### src/rtl/fetch_ctrl_pkg.sv
// Shared types and defaults for the instruction fetch controller.
package fetch_ctrl_pkg;

    typedef enum logic [1:0] {
        IDLE     = 2'd0,
        REQ      = 2'd1,
        WAIT_UPD = 2'd2
    } fetch_state_e;

    localparam int          FETCH_PC_WIDTH = 16;
    localparam logic [15:0] FETCH_RESET_PC = 16'h3000;

endpackage

### src/rtl/fetch_ctrl_perf_cnt.sv
// Free-running performance counters for the fetch stage: completed fetches
// and memory stall cycles. Both wrap at 2^32.
module fetch_ctrl_perf_cnt (
    input  logic        clock,
    input  logic        reset,
    input  logic        fetch_valid,
    input  logic        instrmem_rd,
    input  logic        imem_ready,
    output logic [31:0] fetch_cnt,
    output logic [31:0] stall_cnt
);

    always_ff @(posedge clock or negedge reset) begin
        if (!reset) begin
            fetch_cnt <= 32'd0;
            stall_cnt <= 32'd0;
        end else begin
            if (fetch_valid)
                fetch_cnt <= fetch_cnt + 32'd1;
            if (instrmem_rd && !imem_ready)
                stall_cnt <= stall_cnt + 32'd1;
        end
    end

endmodule

### src/rtl/fetch_ctrl.sv
// Fetch-stage sequencer: owns pc, drives the imem read strobe, squashes fetches
// overtaken by a redirect. Perf counters exist only with FETCH_CTRL_PERF_CNT_EN.
//
// state    | meaning
// IDLE     | no request outstanding; branch may load pc directly
// REQ      | read strobe high, pc frozen until imem_ready
// WAIT_UPD | fetch done but pipeline has not yet allowed pc to advance
module fetch_ctrl
    import fetch_ctrl_pkg::*;
#(
    parameter int                  PC_WIDTH = FETCH_PC_WIDTH,
    parameter logic [PC_WIDTH-1:0] RESET_PC = FETCH_RESET_PC
) (
    input  logic                clock,
    input  logic                reset,
    input  logic                enable_fetch,
    input  logic                enable_updatePC,
    input  logic                br_taken,
    input  logic [PC_WIDTH-1:0] taddr,
    input  logic                imem_ready,
    output logic                instrmem_rd,
    output logic [PC_WIDTH-1:0] pc,
    output logic [PC_WIDTH-1:0] npc,
    output logic                fetch_valid,
    output logic [31:0]         fetch_cnt,
    output logic [31:0]         stall_cnt
);

    fetch_state_e        state;
    logic                squash;
    logic [PC_WIDTH-1:0] redir_pc;
    logic [PC_WIDTH-1:0] upd_pc;

    assign npc    = pc + {{(PC_WIDTH-1){1'b0}}, 1'b1};
    assign upd_pc = br_taken ? taddr : npc;

    always_ff @(posedge clock or negedge reset) begin
        if (!reset) begin
            state       <= IDLE;
            pc          <= RESET_PC;
            instrmem_rd <= 1'b0;
            fetch_valid <= 1'b0;
            squash      <= 1'b0;
            redir_pc    <= '0;
        end else begin
            fetch_valid <= 1'b0;
            case (state)
                IDLE: begin
                    if (enable_updatePC && br_taken)
                        pc <= taddr;
                    if (enable_fetch) begin
                        state       <= REQ;
                        instrmem_rd <= 1'b1;
                    end
                end
                REQ: begin
                    if (imem_ready) begin
                        if (squash) begin
                            // the returned word belongs to the old path: drop it
                            pc          <= redir_pc;
                            squash      <= 1'b0;
                            state       <= enable_fetch ? REQ : IDLE;
                            instrmem_rd <= enable_fetch;
                        end else if (enable_updatePC) begin
                            pc          <= upd_pc;
                            fetch_valid <= 1'b1;
                            state       <= enable_fetch ? REQ : IDLE;
                            instrmem_rd <= enable_fetch;
                        end else begin
                            fetch_valid <= 1'b1;
                            state       <= WAIT_UPD;
                            instrmem_rd <= 1'b0;
                        end
                    end else if (enable_updatePC && br_taken) begin
                        redir_pc <= taddr;
                        squash   <= 1'b1;
                    end
                end
                WAIT_UPD: begin
                    if (enable_updatePC) begin
                        pc          <= upd_pc;
                        state       <= enable_fetch ? REQ : IDLE;
                        instrmem_rd <= enable_fetch;
                    end
                end
                default: begin
                    state       <= IDLE;
                    instrmem_rd <= 1'b0;
                end
            endcase
        end
    end

`ifdef FETCH_CTRL_PERF_CNT_EN
    fetch_ctrl_perf_cnt u_perf_cnt (
        .clock       (clock),
        .reset       (reset),
        .fetch_valid (fetch_valid),
        .instrmem_rd (instrmem_rd),
        .imem_ready  (imem_ready),
        .fetch_cnt   (fetch_cnt),
        .stall_cnt   (stall_cnt)
    );
`else
    assign fetch_cnt = 32'd0;
    assign stall_cnt = 32'd0;
`endif

endmodule

### config.mk
export PLATFORM = sky130hd
export DESIGN_NAME = fetch_ctrl
export DESIGN_NICKNAME = d
export VERILOG_FILES = /design/src/rtl/fetch_ctrl_pkg.sv /design/src/rtl/fetch_ctrl_perf_cnt.sv /design/src/rtl/fetch_ctrl.sv
export SDC_FILE = /design/constraint.sdc
export NUM_CORES = 1
export LEC_CHECK = 0
export BUFFER_PORTS_ARGS = -buffer_cell sky130_fd_sc_hd__buf_2
export CAP_MARGIN = 20
export CORE_MARGIN = 1
export CORE_UTILIZATION = 45
export DETAILED_ROUTE_END_ITERATION = 12
export PLACE_DENSITY = 0.75
export SYNTH_ARGS = -nofsm -noshare
export SYNTH_HDL_FRONTEND = slang
export SYNTH_SLANG_ARGS = --single-unit
export TNS_END_PERCENT = 100
### constraint.sdc
create_clock -name clock -period 2.2 [get_ports clock]
set_clock_uncertainty 0.05 [all_clocks]
set_input_delay 0.44 -clock clock [delete_from_list [all_inputs] [get_ports clock]]
set_output_delay 0.44 -clock clock [all_outputs]
set_load 0.1 [all_outputs]
==> results.cfg <==
[run_status]
outcome = complete, but fails checks
violations = setup timing

[clocking]
h-tree-depth = 2
root_buffer = clkbuf_8
ctsHoldBuffers = 0
clk_latency_ns = 0.30
numCtsBuffers = 5
cts.path.max_buffers = 2
clk_pin_slew_ns = 0.08
tritoncts = done
numClockSinks = 36

[logic_synthesis]
synth_compound_area_frac = 0.1970
synth_area_leaders = dfrtp_1 (27%), buf_4 (17%), mux2_2 (5.8%)
synth_edf_count = 0
syn_area_um2 = 3112
async_flop_share = 1.000
synth_fa_ha_area_frac = 0.02010
synth_common_cells = buf_4 (70), dfrtp_1 (34), nand2_1 (26)
synthCells = 362
synth.distinct_cells = 62
yosys_warnings = 0
yosysMostFrequentCell = buf_4
yosysSeqAreaShare = 0.2903
synth.top_cell.area_share = 0.2734
syn_area_per_cell_um2 = 8.596
synth_mux_area_frac = 0.07077
ys_ff_latch = 36
yosysTopAreaCell = dfrtp_1
synth_ff_type = dfrtp_1
synth_xor_xnor_area_share = 0.03940
synth_top_family_by_area = buffers and inverters
yosys.area_share.simple = 0.1669

[routing]
ant_nets = 0
vias = 2975
via_per_inst = 5.592
drt_iter0_markers = 353
drc = 0
finalWirelength_um = 8787
wire_per_inst_um = 16.52
first_pass_iters = 6

[sta]
hold_viol_final = 0
setup_slack_ns = -0.2118
post-route-period-util = 1.096
worst_slew_pin_slew_ns = 0.8153
setup_viol = 9
fmax_mhz = 414.6
maxSlewViolCount = 0
post-route-min-period_ns = 2.412
grt_setup_unrepaired = yes
max-slew-margin-rel = 0.4565

[setup_path]
crit_required_ns = 1.71
cp_max_fo = 4
critPathKind = reg -> out
critPathCaptureType = output port
crit_path_start_kind = register
cp_data_arrival_time_ns = 1.92

[job]
maxCapViolations = 0

[place]
routabilityCongestion = 0.8802
place_hpwl_um = 6315
dp_slack_ns = 0.04402
port_buffers = 55

[grt]
grt_pass1_vias = 2651
grt_antenna_before_repair = 0
grt_use_total = 0.2373
grt_overflow_total = 0
grt_start_max_net_pins = 36
grt_pass1_wl_um = 13390

[cells_and_area]
antenna_cells = 0
fillers = 503
drive_gt1_frac = 0.4374
fin_nets = 481
utilization = 0.6662
areaGrowthSynthToFinish_pct = 39.04

[die]
rows = 29
die_y_um = 85.16
die_area_um2 = 7251
initial_core_util = 0.4791
core_um2 = 6495
die_x_um = 85.16
num_io_pins = 120

[min_path]
hold_class = in -> async
worst max-delay path, stage by stage, from the launching register on:
cell	delay, ns
dfrtp_4	0.45
ha_4	0.13
nand4_1	0.16
buf_4	0.21
nor4_4	0.24
xor2_4	0.22
buf_12	0.20
what timing repair did:
item / in CTS / in global routing
pin swaps: 11 / 13
setup buffers: 15 / 13
setup endpoints to repair: 11 / 13
gates resized for setup: 13 / 10
gates cloned: 0 / 0
kinds of logic after synthesis:
| family | Yosys count |
|---|---|
| flops | 36 |
| compound gates | 90 |
| mux | 20 |
| buf+inv | 100 |
| other cells | 1 |
| simple gates | 96 |
| fa+ha+maj | 5 |
| xor+xnor | 14 |
state kept, by name, summed over array words and instances, names as in the netlist:
signal	cells
pc	16
fetch_valid	1
squash	1
state	2
redir_pc	16
path summary, 6_finish.rpt:
check	cells after the start	start	endpoint	slack [ns]
max	6	pc[0]$_DFFE_PN0P_	npc[14]	-0.21
min	1	reset	state[0]$_DFFE_PN0P_	0.17
max reg2reg	5	state[0]$_DFFE_PN0P_	pc[10]$_DFFE_PN0P_	0.13
min reg2reg	2	redir_pc[13]$_DFFE_PN0P_	redir_pc[13]$_DFFE_PN0P_	0.45
max in group asynchronous	2	reset	pc[12]$_DFFE_PN1P_	1.27
min in group clock	2	imem_ready	squash$_DFFE_PN0P_	0.33
metrics by stage:
stage          hold WS [ns]  cell area (µm²)  TNS (ns)  std cells
5_1_grt              0.2338             4327    -1.518        532
4_1_cts              0.1915             4179    -1.025        519
3_3_place_gp         0.4261             3938         0        496
6_report             0.1684             4327   -0.8991        532
2_1_floorplan       0.09441             3824    -3.058        425
3_5_place_dp         0.4321             3938         0        496
routing by layer:
layer | global-route usage | vias to the layer above | wire length, µm
li1 | - | 1345 | -
met1 | 0.3148 | 1416 | 3475
met2 | 0.3981 | 203 | 4430
met3 | 0.03794 | 11 | 781
met4 | 0.07396 | 0 | 100
met5 | 0 | - | 0
cell usage in the layout (no fill, tap or decap), types with 6 or more instances in the layout:
cell,netlist,routed
conb_1,1,64
nand4_1,6,6
mux2_2,16,16
dfrtp_1,34,20
o221ai_1,6,6
buf_6,2,6
nand2_1,26,22
and3_1,8,8
a21oi_1,22,22
dfrtp_4,0,13
inv_1,11,9
xnor2_4,0,7
buf_4,70,48
buf_2,10,41
xor2_4,0,7
nor2_1,14,13
o22ai_1,6,6
o21ai_0,20,19
buf_12,0,14
area by class of cell:
cell class / instances / area (µm²) / share of cell area
clock buffers: 7 / 76.32 / 0.01764
clock inverters: 1 / 5.005 / 0.001157
inverters: 13 / 53.80 / 0.01243
multi-input cells: 289 / 2221 / 0.5133
flip-flops and latches: 36 / 960.9 / 0.2221
well taps: 77 / 96.34 / 0.02227
repair buffers: 109 / 913.4 / 0.2111
Power is left out: the tool's default activity adds up to more than one toggle a clock period on the data nets, which glitch-free logic cannot reach.
